### src/rtl/forth_cpu_core_if.sv
// Bus and status bundle between the ForthCPU core and the system bus buffers.
// The core drives address, write data, strobes and phase status (master);
// the memory side returns read data (slave).
interface forth_cpu_core_if;
    logic        STOPPED;
    logic        FETCH;
    logic        DECODE;
    logic        EXECUTE;
    logic        COMMIT;
    logic [15:0] DIN_BUF;
    logic [15:0] DOUT_BUF;
    logic [15:0] ADDR_BUF;
    logic        WR0_BUF;
    logic        WR1_BUF;
    logic        RD_BUF;

    modport master (
        output STOPPED, FETCH, DECODE, EXECUTE, COMMIT,
        output DOUT_BUF, ADDR_BUF, WR0_BUF, WR1_BUF, RD_BUF,
        input  DIN_BUF
    );

    modport slave (
        input  STOPPED, FETCH, DECODE, EXECUTE, COMMIT,
        input  DOUT_BUF, ADDR_BUF, WR0_BUF, WR1_BUF, RD_BUF,
        output DIN_BUF
    );
endinterface

### src/rtl/forth_cpu_core.sv
// 16-bit multi-cycle ForthCPU core: ALU and load/store groups over a 16-bit byte-addressed bus.
// Latency: every instruction takes four clocks (FETCH, DECODE, EXECUTE, COMMIT); HALT stops the core.
// Backpressure: none; the bus is assumed to answer reads in the same cycle and accept writes at once.
module forth_cpu_core #(
    parameter logic [15:0] RESET_VECTOR = 16'h0000
) (
    input  logic CLK,
    input  logic RESET,
    forth_cpu_core_if.master bus
);

    typedef enum logic [1:0] {
        PH_FETCH   = 2'd0,
        PH_DECODE  = 2'd1,
        PH_EXECUTE = 2'd2,
        PH_COMMIT  = 2'd3
    } phase_t;

    phase_t      r_phase;
    logic        r_stopped;
    logic [15:0] r_pc;
    logic [15:0] r_ir;
    logic [15:0] r_regs [16];
    logic [15:0] r_opa;        // destination / store-data register value
    logic [15:0] r_opb;        // ALU source operand
    logic [15:0] r_maddr;      // memory address for the EXECUTE access
    logic [15:0] r_res;        // value to write back at COMMIT
    logic [3:0]  r_dst;
    logic        r_wen;
    logic [15:0] r_addr_last;  // bus address held between active cycles
    logic [15:0] r_dout_last;  // write data held between stores

    // Instruction field decode from the current IR
    logic [1:0]  w_grp;
    logic        w_is_alu;
    logic        w_is_lds;
    logic        w_is_halt;
    logic [3:0]  w_alu_op;
    logic [1:0]  w_alu_mode;
    logic        w_alu_imm;
    logic        w_lds_byte;
    logic [1:0]  w_lds_op;
    logic        w_lds_here;
    logic        w_is_ld;
    logic        w_is_st;
    logic        w_mem_op;
    logic [3:0]  w_dst;
    logic [15:0] w_src;
    logic [15:0] w_maddr;
    logic [15:0] w_alu_res;
    logic [15:0] w_ld_dat;
    logic [15:0] w_st_dat;
    logic        w_active;
    logic        w_exec;

    assign w_grp      = r_ir[15:14];
    assign w_is_alu   = (w_grp == 2'b01);
    assign w_is_lds   = (w_grp == 2'b10);
    assign w_is_halt  = (w_grp == 2'b00) && r_ir[13];
    assign w_alu_op   = r_ir[13:10];
    assign w_alu_mode = r_ir[9:8];
    assign w_alu_imm  = (w_alu_mode == 2'b01) || (w_alu_mode == 2'b10);
    assign w_lds_byte = r_ir[13];
    assign w_lds_op   = r_ir[12:11];
    assign w_lds_here = (r_ir[10:8] == 3'b001);
    assign w_is_ld    = w_is_lds && (w_lds_op == 2'b00);
    // A store in HERE mode is a NOP that only skips the literal word.
    assign w_is_st    = w_is_lds && (w_lds_op == 2'b01) && !w_lds_here;
    assign w_mem_op   = w_is_ld || w_is_st;
    assign w_dst      = (w_is_alu && w_alu_imm) ? 4'hA : r_ir[7:4];
    assign w_maddr    = (w_lds_here) ? (r_pc + 16'd2) : r_regs[r_ir[3:0]];

    // ALU source operand selection by addressing mode
    always_comb begin
        w_src = r_regs[r_ir[3:0]];
        case (w_alu_mode)
            2'b01:   w_src = {8'h00, r_ir[7:0]};
            2'b10:   w_src = {{8{r_ir[7]}}, r_ir[7:0]};
            default: w_src = r_regs[r_ir[3:0]];
        endcase
    end

    // ALU result from latched operands; shifts act on the destination value
    always_comb begin
        w_alu_res = r_opb;
        case (w_alu_op)
            4'd1:    w_alu_res = r_opa + r_opb;
            4'd2:    w_alu_res = r_opa - r_opb;
            4'd3:    w_alu_res = r_opa & r_opb;
            4'd4:    w_alu_res = r_opa | r_opb;
            4'd5:    w_alu_res = r_opa ^ r_opb;
            4'd6:    w_alu_res = {r_opa[14:0], 1'b0};
            4'd7:    w_alu_res = {1'b0, r_opa[15:1]};
            default: w_alu_res = r_opb;
        endcase
    end

    // Byte loads pick the lane addressed by bit 0; byte stores replicate onto both lanes
    assign w_ld_dat = !w_lds_byte ? bus.DIN_BUF :
                      (r_maddr[0] ? {8'h00, bus.DIN_BUF[15:8]} : {8'h00, bus.DIN_BUF[7:0]});
    assign w_st_dat = w_lds_byte ? {r_opa[7:0], r_opa[7:0]} : r_opa;

    // Strobes drop as soon as reset is asserted, not at the next clock
    assign w_active = !r_stopped && !RESET;
    assign w_exec   = (r_phase == PH_EXECUTE);

    assign bus.STOPPED  = r_stopped;
    assign bus.FETCH    = (r_phase == PH_FETCH)   && !r_stopped;
    assign bus.DECODE   = (r_phase == PH_DECODE)  && !r_stopped;
    assign bus.EXECUTE  = (r_phase == PH_EXECUTE) && !r_stopped;
    assign bus.COMMIT   = (r_phase == PH_COMMIT)  && !r_stopped;
    assign bus.RD_BUF   = w_active && ((r_phase == PH_FETCH) || (w_exec && w_is_ld));
    assign bus.WR0_BUF  = w_active && w_exec && w_is_st && (!w_lds_byte || !r_maddr[0]);
    assign bus.WR1_BUF  = w_active && w_exec && w_is_st && (!w_lds_byte ||  r_maddr[0]);
    assign bus.ADDR_BUF = RESET ? 16'h0000 :
                          (bus.FETCH)                     ? r_pc    :
                          (w_active && w_exec && w_mem_op) ? r_maddr : r_addr_last;
    assign bus.DOUT_BUF = RESET ? 16'h0000 :
                          (w_active && w_exec && w_is_st) ? w_st_dat : r_dout_last;

    // Phase sequencer with register file, operand latches and write-back
    always_ff @(posedge CLK or posedge RESET) begin
        if (RESET) begin
            r_phase     <= PH_FETCH;
            r_stopped   <= 1'b0;
            r_pc        <= RESET_VECTOR;
            r_ir        <= 16'h0000;
            r_opa       <= 16'h0000;
            r_opb       <= 16'h0000;
            r_maddr     <= 16'h0000;
            r_res       <= 16'h0000;
            r_dst       <= 4'h0;
            r_wen       <= 1'b0;
            r_addr_last <= 16'h0000;
            r_dout_last <= 16'h0000;
            for (int i = 0; i < 16; i++) begin
                r_regs[i] <= 16'h0000;
            end
        end else if (!r_stopped) begin
            case (r_phase)
                PH_FETCH: begin
                    r_ir        <= bus.DIN_BUF;
                    r_addr_last <= r_pc;
                    r_phase     <= PH_DECODE;
                end
                PH_DECODE: begin
                    r_opa   <= r_regs[w_dst];
                    r_opb   <= w_src;
                    r_maddr <= w_maddr;
                    r_dst   <= w_dst;
                    r_wen   <= w_is_alu || w_is_ld;
                    r_phase <= PH_EXECUTE;
                end
                PH_EXECUTE: begin
                    r_res <= w_is_ld ? w_ld_dat : w_alu_res;
                    if (w_mem_op) begin
                        r_addr_last <= r_maddr;
                    end
                    if (w_is_st) begin
                        r_dout_last <= w_st_dat;
                    end
                    r_phase <= PH_COMMIT;
                end
                PH_COMMIT: begin
                    if (r_wen) begin
                        r_regs[r_dst] <= r_res;
                    end
                    r_pc <= r_pc + ((w_is_lds && w_lds_here) ? 16'd4 : 16'd2);
                    if (w_is_halt) begin
                        r_stopped <= 1'b1;
                    end
                    r_phase <= PH_FETCH;
                end
                default: r_phase <= PH_FETCH;
            endcase
        end
    end

endmodule

### src/flat_wrapper.sv
// flat-port wrapper written by rule: the top's interface ports become plain ports
module forth_cpu_core_flat 
#(
    parameter logic [15:0] RESET_VECTOR = 16'h0000
)
  (CLK, RESET, bus_STOPPED, bus_FETCH, bus_DECODE, bus_EXECUTE, bus_COMMIT, bus_DOUT_BUF, bus_ADDR_BUF, bus_WR0_BUF, bus_WR1_BUF, bus_RD_BUF, bus_DIN_BUF);
  forth_cpu_core_if bus_i ();
  input  logic CLK;
  input  logic RESET;
  output wire logic [$bits(bus_i.STOPPED)-1:0] bus_STOPPED;
  output wire logic [$bits(bus_i.FETCH)-1:0] bus_FETCH;
  output wire logic [$bits(bus_i.DECODE)-1:0] bus_DECODE;
  output wire logic [$bits(bus_i.EXECUTE)-1:0] bus_EXECUTE;
  output wire logic [$bits(bus_i.COMMIT)-1:0] bus_COMMIT;
  output wire logic [$bits(bus_i.DOUT_BUF)-1:0] bus_DOUT_BUF;
  output wire logic [$bits(bus_i.ADDR_BUF)-1:0] bus_ADDR_BUF;
  output wire logic [$bits(bus_i.WR0_BUF)-1:0] bus_WR0_BUF;
  output wire logic [$bits(bus_i.WR1_BUF)-1:0] bus_WR1_BUF;
  output wire logic [$bits(bus_i.RD_BUF)-1:0] bus_RD_BUF;
  input wire logic [$bits(bus_i.DIN_BUF)-1:0] bus_DIN_BUF;
  assign bus_STOPPED = bus_i.STOPPED;
  assign bus_FETCH = bus_i.FETCH;
  assign bus_DECODE = bus_i.DECODE;
  assign bus_EXECUTE = bus_i.EXECUTE;
  assign bus_COMMIT = bus_i.COMMIT;
  assign bus_DOUT_BUF = bus_i.DOUT_BUF;
  assign bus_ADDR_BUF = bus_i.ADDR_BUF;
  assign bus_WR0_BUF = bus_i.WR0_BUF;
  assign bus_WR1_BUF = bus_i.WR1_BUF;
  assign bus_RD_BUF = bus_i.RD_BUF;
  assign bus_i.DIN_BUF = bus_DIN_BUF;
  forth_cpu_core #(.RESET_VECTOR(RESET_VECTOR)) u_core (.CLK(CLK), .RESET(RESET), .bus(bus_i));
endmodule
### config.mk
export PLATFORM = sky130hd
export DESIGN_NAME = forth_cpu_core_flat
export DESIGN_NICKNAME = d
export VERILOG_FILES = /design/src/rtl/forth_cpu_core_if.sv /design/src/rtl/forth_cpu_core.sv /design/src/flat_wrapper.sv
export SDC_FILE = /design/constraint.sdc
export NUM_CORES = 1
export LEC_CHECK = 0
export CAP_MARGIN = 10
export CORE_AREA = 8 8 222 224
export DETAILED_ROUTE_END_ITERATION = 12
export DIE_AREA = 0 0 230 232
export GPL_TIMING_DRIVEN = 1
export MAX_ROUTING_LAYER = met4
export PLACE_DENSITY_LB_ADDON = 0.15
export SYNTH_ARGS = -nofsm -noshare
export SYNTH_HDL_FRONTEND = slang
export SYNTH_SLANG_ARGS = --single-unit
### constraint.sdc
create_clock -name CLK -period 21.8 [get_ports CLK]
set_clock_uncertainty 0.1 [all_clocks]
set_input_delay 4.36 -clock CLK [delete_from_list [all_inputs] [get_ports CLK]]
set_output_delay 4.36 -clock CLK [all_outputs]
set_load 0.1 [all_outputs]
# Word-level counts from Yosys, hierarchy flattened
# Cells that the tools add are included.
# totals
word_cells	130
reg_bits	392
inputBits	18
# classes
n_reduce_logical	41
bitwise_logic	7
add_sub_neg	4
n_lt_le_gt_ge	4
n_mux	29
n_eq_ne	17
# ops
operator	count
256-bit bitwise mux	1
16-bit two-way mux	15
16-bit binary-select mux with 4-bit select	2
16-bit case mux with 7 select lines	1
16-bit demux with 4-bit select	1
16-bit case mux with 2 select lines	2
16-bit adder	2
1-bit logical AND	19
16-bit by 2-bit adder with 16-bit output, second input constant	1
16-bit bitwise AND	1
4-bit by 3-bit equality test with 1-bit output, second input constant	4
16-bit OR	1
16-bit subtractor	1
16-bit XOR	1
5-bit >= comparator, second input constant	3
4-bit NOT with 5-bit output	3
3-bit AND reduction	3
2-bit by 1-bit equality test with 1-bit output, second input constant	4
2-bit equality test, second input constant	4
4-bit by 2-bit equality test with 1-bit output, second input constant	2
8-bit two-way mux	1
2-bit case mux with 4 select lines	1
2-bit AND reduction	4
2-bit logical NOT	3
11 further kinds	22

# Longest topological paths before layout
# Gate-level depths: netlist (run 1).
# depth
depth_word	8
ltp_mapped	13
mapped_depth_nobuf	13

# Least setup slack after synthesis (run 1)
# OpenSTA, ideal clock, no wires.
# synth_path
path_type	input port to output port
startpoint	input RESET
endpoint	output bus_DOUT_BUF[10]
t_arrival_ns	17.507
t_required_ns	17.340
path_buffers	1
path_slack_ns	-0.167
cell_stages	3
cell_sequence	inv_1 -> clkbuf_1 -> and2_1
# synth_via
elab_chain_len	6
# synth_lines
item	line	rtl
start: declaration	flat_wrapper.sv:9	input logic RESET;
1-bit logical NOT	forth_cpu_core.sv:104	assign w_active = !r_stopped && !RESET;
1-bit logical AND	forth_cpu_core.sv:104	
1-bit logical AND (2 in series)	forth_cpu_core.sv:119	(w_active && w_exec && w_is_st) ? w_st_dat : r_dout_last;
16-bit two-way mux	forth_cpu_core.sv:119	
16-bit two-way mux *	forth_cpu_core.sv:118	assign bus.DOUT_BUF = RESET ? 16'h0000 :
end: declaration	flat_wrapper.sv:15	output wire logic [$bits(bus_i.DOUT_BUF)-1:0] bus_DOUT_BUF;
# Every way passes the cells marked *; elsewhere a longest branch is shown, timed or not.

# Worst setup path after layout (run 1)
# layout_path
startpoint	input RESET
endpoint	output bus_DOUT_BUF[12]
# The elaborated chain is that of the path after synthesis.

==> results of run 1 <==
==> layout make-up <==
type | instances | area [µm²]
Fill cell | 3896 | 20800
Multi-Input combinational cell | 1372 | 11900
Sequential cell | 391 | 9790
Clock buffer | 69 | 1400
Timing Repair Buffer | 95 | 876
Tap cell | 607 | 759
Inverter | 57 | 221
Clock inverter | 9 | 160
==> power by group through the flow <==
stage                     clock network [mW]  registers (mW)  logic, mW
final                                  0.793            1.28       1.84
after global routing                   0.835            1.31       1.99
after CTS                              0.805            1.27       1.82
after detailed placement                   0            1.28       1.81
after global placement                     0            1.27       1.79
after floorplan                            0            1.12       1.43
==> synthesized netlist by cell type (10+ instances only) <==
master | count | area share (%)
nor3_1 | 25 | 0.56
ha_1 | 58 | 3.2
o221ai_1 | 15 | 0.58
mux2_2 | 264 | 13
xnor2_1 | 28 | 1.1
and2_1 | 22 | 0.61
a31oi_1 | 18 | 0.50
o211ai_1 | 25 | 0.83
nand3_1 | 60 | 1.3
o21ai_0 | 57 | 1.3
a32oi_1 | 15 | 0.58
o22ai_1 | 19 | 0.53
nor2_1 | 86 | 1.4
dfrtp_1 | 391 | 43
a22oi_1 | 25 | 0.83
buf_1 | 17 | 0.28
inv_1 | 55 | 0.92
mux2i_1 | 52 | 2.3
clkbuf_1 | 81 | 1.3
mux4_2 | 111 | 11
o21ai_1 | 12 | 0.27
nand2_1 | 213 | 3.5
or3_1 | 12 | 0.33
nand2b_1 | 10 | 0.28
buf_2 | 43 | 0.96
xor2_1 | 16 | 0.62
a221o_1 | 11 | 0.49
a211oi_1 | 28 | 0.93
nor2b_1 | 18 | 0.50
a21oi_1 | 75 | 1.7
==> worst register-to-register path, cell delays in order, from the launching register on <==
cell and delay [ns]:
dfrtp_1 0.35, inv_1 0.06, ha_1 0.90, nor3b_4 0.20, nor2b_4 0.84, buf_4 0.72
mux4_2 0.43, a32oi_1 0.33, o211ai_1 0.23
==> worst min path at each step <==
stage | from | end | slack [ns] | cells past startpoint
after CTS | u_core.r_dout_last[15] | u_core.r_dout_last[15] | 0.39 | 2
after detailed placement | u_core.r_dout_last[7] | u_core.r_dout_last[7] | 0.37 | 2
after global placement | u_core.r_dout_last[11] | u_core.r_dout_last[11] | 0.37 | 2
after global routing | u_core.r_dout_last[9] | u_core.r_dout_last[9] | 0.40 | 2
after floorplan | u_core.r_dout_last[11] | u_core.r_dout_last[11] | 0.35 | 2
final | u_core.r_dout_last[15] | u_core.r_dout_last[15] | 0.38 | 2
==> sequential cells by signal, indices dropped and copies added (netlist names), 2 cells and up <==
name,flops
u_core.r_pc,15
u_core.r_opa,16
u_core.r_phase,2
u_core.r_dout_last,16
u_core.r_dst,4
u_core.r_res,16
u_core.r_maddr,16
u_core.r_regs,256
u_core.r_ir,16
u_core.r_opb,16
u_core.r_addr_last,16
==> cell families after synthesis <==
kind of cell	after synthesis	synth area share, %
simple gates	482	10.0
flops	391	43.4
mux	427	26.6
buf+inv	212	4.12
compound gates	359	10.7
xor+xnor	44	1.71
fa+ha+maj	60	3.40
==> metrics by stage <==
stage          area [µm²]  hold slack, ns  power, mW
6_report            25100           0.379       3.91
5_1_grt             25100           0.404       4.13
4_1_cts             25100           0.387       3.90
3_5_place_dp        23500           0.372       3.09
3_3_place_gp        23500           0.367       3.06
2_1_floorplan       22500           0.346       2.55
==> layer usage <==
layer	vias to the layer above	track usage [%]	part of all wire, %
li1	7274	-	-
met1	8689	35.4	42
met2	691	40.8	46
met3	177	4.74	7.4
met4	0	11.7	4.7
met5	-	-	0
==> flow_summary.yaml, run 1 <==
global_routing:
  gr-total-overflow: 0
  grt_first_pass_wirelength_mm: 108
  grt_pass1_vias: 17000
  grt_start_max_net_pins: 135
  grt_use_total_pct: 26.9
  antenna_found_initial: 0
worst_setup_path:
  criticalPathCategory: "input port to output port"
  critical_path_cell_count: 4
  r2r-end: "u_core.r_opa[6]"
  worstRegToRegCells: 8
  cp_common_cell: "clkdlybuf4s50_1"
  start_kind: "input port"
  endpoint: "bus_DOUT_BUF[12]"
  critPathRequiredTime_ns: 17.34
  worstSetupEndpointType: "output port"
  timing.rr.start: "u_core.r_ir[8]"
  cpMaxStageDelayCell: "clkdlybuf4s50_1"
  worst-r2r-setup-slack_ns: 17.47
  worst-path-max-fanout: 134
  cp-startpoint: "RESET"
  path_buf_inv: 3
  worst_ep_arrival_time_ns: 7.60
  crit_chain: "clkdlybuf4s50_1 > inv_8 > and2_1 > clkdlybuf4s50_1"
  max_stage_delay_ns: 1.14
  critPathTopFamily: "buffers and inverters"
floorplanning:
  die_y_um: 232
  die_w_um: 230
  io_pins: 58
  num_rows: 79
  initial_core_util_pct: 49.1
  core-area_um2: 45900
  dieArea_um2: 53400
yosys:
  syn_area_um2: 22500
  synth_nets: 2053
  synth-async-reset-ratio_pct: 100
  seq_area_frac_synth_pct: 43.4
  ys_ff_latch: 391
  synth_cell_types: 77
  synth_cells: 1975
  synth-edff-count: 0
  avgSynthCellArea_um2: 11.4
  synthFlopType: "dfrtp_1"
  yosysWarnings: 0
placement:
  hpwl_mm: 45.4
  place_ws_ns: 9.69
  placed_cells: 2521
  globalplace.congestion: 0.924
  io_buffers: 57
drt:
  drtIter0Drc: 1531
  drt-total-wl_mm: 69.6
  wl_per_cell_um: 26.8
  drc: 0
  via_per_inst: 6.47
  vias: 16800
  drtAntennaViolNets: 0
  first_pass_iters: 8
cts:
  cts_tree: "built"
  cts_sinks: 391
  numCtsBuffers: 44
  h-tree-depth: 2
  ctsRootBufferMaster: "clkbuf_16"
  cts_buffer_depth: 3
  ctsResizeCount: 0
  path_clk_slew_ns: 0.06
  insertion_delay_ns: 0.59
  cts_setup_buffers: 0
  hold_buffers: 0
finish:
  layout_common_cells: "389 x dfrtp_1, 264 x mux2_2, 213 x nand2_1"
  area_growth_pct: 11.3
  antenna_cells: 0
  layout_commonest_cell: "dfrtp_1"
  fin_util_pct: 54.7
  layout-drive-gt1-share_pct: 25.9
  fin_nets: 2039
  fin_cells: 2600
pwr:
  seqPwrFrac_pct: 32.7
  swShare_pct: 43.8
  power_density_nw_per_um2: 156
  p_leak_nw: 11.1
  p_int_mw: 2.20
  clock_power_share_pct: 20.3
  peakVddDrop_mv: 0.0888
  power.share.combinational_pct: 47.0
  switchingPower_mw: 1.72
timing:
  slew_headroom_pct: 23.0
  period_share_pct: 55.3
  max_freq_mhz: 82.9
  final-setup-viol-count: 0
  slew_viol_final: 0
  finalHoldViolations: 0
  rsz0062_at_grt: "no"
  tns_ns: 0
  setup_ws_ns: 9.74
  tightest_slew_ns: 1.15
  fin_crit_ns: 12.06
hold_path:
  min-delay-path-class: "flip-flop to flip-flop"
run:
  max_cap_violations: 0
outcome:
  status: "finished clean"
Power figures use the tool's default switching activity.
==> run 2: changes to the inputs <==
- clock period: 21.8 -> 11.6 ns (I/O delays scaled with it)
==> flow_summary.yaml, run 2 (synthesis gave the netlist of run 1 again) <==
placement:
  globalplace.congestion: 0.936
  io_buffers: 57
  placed_cell_area_um2: 23500
  hpwl_mm: 46.0
finish:
  fin_nets: 2041
  layout-drive-gt1-share_pct: 26.0
  fin_util_pct: 54.4
  antenna_cells: 0
  design_area_um2: 25000
  layout_common_cells: "389 x dfrtp_1, 264 x mux2_2, 213 x nand2_1"
  largest_register_ffs: 256
  top_register: "u_core.r_regs"
  area_growth_pct: 10.8
  layout_commonest_cell: "dfrtp_1"
cts:
  numCtsBuffers: 44
  cts_sinks: 391
  insertion_delay_ns: 0.58
  hold_buffers: 0
  h-tree-depth: 2
  ctsResizeCount: 0
  ctsRootBufferMaster: "clkbuf_16"
  path_clk_slew_ns: 0.06
  cts_tree: "built"
  cts_setup_buffers: 0
  cts_buffer_depth: 3
pwr:
  switchingPower_mw: 3.26
  clock_power_share_pct: 19.0
  p_int_mw: 4.02
  seqPwrFrac_pct: 33.3
  p_leak_nw: 11.0
  peakVddDrop_mv: 0.175
  power_density_nw_per_um2: 292
  finalPower_mw: 7.28
  swShare_pct: 44.8
  power.share.combinational_pct: 47.7
drt:
  drtAntennaViolNets: 0
  via_per_inst: 6.47
  wl_per_cell_um: 27.2
  drc: 0
  vias: 16800
  first_pass_iters: 5
  drtIter0Drc: 1652
  drt-total-wl_mm: 70.8
worst_setup_path:
  critPathRequiredTime_ns: 9.18
  criticalPathCategory: "flip-flop to output port"
  worstSetupEndpointType: "output port"
  worst_ep_arrival_time_ns: 5.56
  start_kind: "flip-flop"
  worst-path-max-fanout: 27
global_routing:
  busiest_layer: "met2"
  grt_util_met3_pct: 4.70
  grt_first_pass_wirelength_mm: 108
  grt_start_max_net_pins: 135
  gr-total-overflow: 0
  grtUsageMet1_pct: 35.3
  antenna_found_initial: 1
  grt_pass1_vias: 16900
  grt_use_total_pct: 27.1
  grt_use_met2_pct: 42.1
timing:
  rsz0062_at_grt: "no"
  final-setup-viol-count: 0
  whs_ns: 0.378
  finalHoldViolations: 0
  max_freq_mhz: 125
  slew_viol_final: 0
  period_share_pct: 68.8
  slew_headroom_pct: 17.5
  tns_ns: 0
  fin_crit_ns: 7.98
  tightest_slew_ns: 1.23
run:
  max_cap_violations: 0
floorplanning:
  die_w_um: 230
  dieArea_um2: 53400
  initial_core_util_pct: 49.1
  core-area_um2: 45900
  die_y_um: 232
  num_rows: 79
  io_pins: 58
outcome:
  status: "finished clean"
hold_path:
  min-delay-path-class: "flip-flop to flip-flop"
[run 2: area by class of cell]
class                           instances  area, µm²
Fill cell                            3949      20900
Multi-Input combinational cell       1372      11900
Sequential cell                       391       9790
Clock buffer                           63       1290
Timing Repair Buffer                   97        891
Tap cell                              607        759
Inverter                               57        221
Clock inverter                         16        125
[run 2: worst paths after layout]
path	from	to	slack, ns	depth (start not counted)
setup / recovery	u_core.r_phase[0]	bus_ADDR_BUF[7]	3.62	10
hold / removal	u_core.r_dout_last[7]	u_core.r_dout_last[7]	0.38	2
setup reg to reg	u_core.r_phase[0]	u_core.r_addr_last[13]	7.33	11
hold reg to reg	u_core.r_dout_last[7]	u_core.r_dout_last[7]	0.38	2
max in group asynchronous	RESET	u_core.r_regs[47]	6.10	4
min in group asynchronous	RESET	u_core.r_addr_last[13]	2.92	2
[run 2: power by group through the flow]
stage | Clock, mW | Combinational [mW] | Sequential [mW]
6_report | 1.38 | 3.47 | 2.42
5_1_grt | 1.46 | 3.72 | 2.48
4_1_cts | 1.41 | 3.44 | 2.40
3_5_place_dp | 0 | 3.42 | 2.42
3_3_place_gp | 0 | 3.36 | 2.40
2_1_floorplan | 0 | 2.70 | 2.10
[run 2: routing by layer]
layer  part of all wire [%]  vias to the layer above
met1                     42                     8675
li1                       -                     7277
met5                      0                        -
met4                    4.2                        0
met2                     46                      708
met3                    7.6                      185
[run 2: worst max-delay path, stage by stage, from the launching register on]
cell	delay [ns]
dfrtp_1	0.40
inv_1	0.13
ha_1	0.90
nand2b_1	0.11
buf_4	0.28
inv_2	0.27
nand2_1	0.16
a211oi_4	1.00
mux2i_1	0.19
a211oi_1	0.33
clkdlybuf4s50_1	1.20
[run 2: per-stage QoR]
step / std cells / worst slack [ns]
after detailed placement: 2523 / 3.57
after global routing: 2603 / 3.34
final: 2603 / 3.62
after global placement: 2523 / 3.64
after floorplan: 1975 / 0.214
after CTS: 2602 / 3.51
==> run 3: changes to the inputs <==
- clock period: 11.6 -> 6.6 ns (I/O delays scaled with it)
==> flow_summary.yaml, run 3 (synthesis gave the netlist of run 1 again) <==
timing:
  period_share_pct: 76.5
  slew_viol_final: 0
  tightest_slew_ns: 1.22
  max_freq_mhz: 198
  whs_ns: 0.381
  rsz0062_at_grt: "no"
  slew_headroom_pct: 18.2
  fin_crit_ns: 5.05
  tns_ns: 0
  setup_ws_ns: 1.55
  finalHoldViolations: 0
  final-setup-viol-count: 0
drt:
  drtAntennaViolNets: 0
  drt-total-wl_mm: 71.0
  vias: 16900
  first_pass_iters: 7
  drc: 0
  drtIter0Drc: 1557
  via_per_inst: 6.48
  wl_per_cell_um: 27.2
floorplanning:
  dieArea_um2: 53400
  initial_core_util_pct: 49.1
  io_pins: 58
  die_w_um: 230
  core-area_um2: 45900
  die_y_um: 232
  num_rows: 79
hold_path:
  min-delay-path-class: "flip-flop to flip-flop"
worst_setup_path:
  cpMaxStageDelayCell: "a211oi_4"
  critPathTopFamily: "compound AO/OA/AOI/OAI gates"
  critPathRequiredTime_ns: 5.18
  max_stage_delay_ns: 0.98
  worst-path-max-fanout: 27
  crit_chain: "inv_1 > ha_1 > nand2b_1 > buf_4 > inv_2 > nand2_1 > a211oi_4 > nand2_1 > o21a_1 > nor3_1 > buf_4"
  criticalPathCategory: "flip-flop to output port"
  worstSetupEndpointType: "output port"
  path_buf_inv: 4
  worst-r2r-setup-slack_ns: 2.67
  start_kind: "flip-flop"
  worst_ep_arrival_time_ns: 3.63
cts:
  cts_sinks: 391
  insertion_delay_ns: 0.59
  ctsRootBufferMaster: "clkbuf_16"
  cts_tree: "built"
  numCtsBuffers: 45
  cts_buffer_depth: 3
  path_clk_slew_ns: 0.06
  hold_buffers: 0
  ctsResizeCount: 0
  h-tree-depth: 2
  cts_setup_buffers: 0
global_routing:
  grt_pass1_vias: 17200
  antenna_found_initial: 0
  gr-total-overflow: 0
  grt_start_max_net_pins: 145
  grt_use_total_pct: 27.3
  grt_first_pass_wirelength_mm: 109
finish:
  antenna_cells: 0
  fin_cells: 2610
  area_growth_pct: 12.3
  layout-drive-gt1-share_pct: 28.2
  fin_nets: 2045
  top_register: "u_core.r_regs"
  layout_common_cells: "389 x dfrtp_1, 264 x mux2_2, 213 x nand2_1"
  largest_register_ffs: 256
  design_area_um2: 25300
  layout_commonest_cell: "dfrtp_1"
pwr:
  p_int_mw: 7.34
  switchingPower_mw: 5.75
  power_density_nw_per_um2: 517
  power.share.combinational_pct: 46.7
  p_leak_nw: 11.2
  clock_power_share_pct: 20.8
  peakVddDrop_mv: 0.299
  swShare_pct: 43.9
  seqPwrFrac_pct: 32.5
run:
  max_cap_violations: 0
placement:
  placed_cell_area_um2: 23700
  place_ws_ns: 1.64
  hpwl_mm: 45.8
  globalplace.congestion: 0.986
  placed_cells: 2527
  io_buffers: 57
outcome:
  status: "finished clean"
run 3: path summary, 6_finish.rpt:
kind | startpoint | to | cells past startpoint
min reg2reg | u_core.r_dout_last[11] | u_core.r_dout_last[11] | 2
max | u_core.r_phase[0] | bus_ADDR_BUF[0] | 11
min | u_core.r_dout_last[11] | u_core.r_dout_last[11] | 2
min in group asynchronous | RESET | u_core.r_pc[5] | 2
max in group asynchronous | RESET | u_core.r_regs[77] | 4
max reg2reg | u_core.r_phase[1] | u_core.r_opa[10] | 10
run 3: power by group through the flow:
stage / registers [mW] / logic [mW] / clock network (mW)
2_1_floorplan: 3.69 / 4.74 / 0
3_3_place_gp: 4.22 / 5.95 / 0
3_5_place_dp: 4.25 / 6.03 / 0
4_1_cts: 4.21 / 6.07 / 2.77
5_1_grt: 4.36 / 6.60 / 2.85
6_report: 4.25 / 6.12 / 2.72
run 3: cell type report:
cell class,instances,area [µm²]
clock buffer,59,1290
clock inverter,24,330
fill,3951,20600
inverter,57,221
multi-input combinational,1372,11900
sequential,391,9790
tap,607,759
timing repair buffer,100,1030
run 3: metal layers:
layer / global-route usage [%] / share of wire (%) / wire length [µm]
met5: - / 0 / 0
met4: 11.4 / 4.4 / 3120
met3: 5.90 / 8.1 / 5780
met2: 41.2 / 46 / 32300
met1: 35.7 / 42 / 29800
run 3: worst min-delay path, stage by stage (launching register included):
cell     delay, ns
dfrtp_1       0.32
nand2_1       0.04
o21ai_0       0.08
run 3: per-stage QoR:
step / power, mW / util [%]
floorplan: 8.42 / -
global placement: 10.2 / 51.6
detailed placement: 10.3 / 51.6
CTS: 13.0 / 55.2
global route: 13.8 / 55.2
finish: 13.1 / 55.2
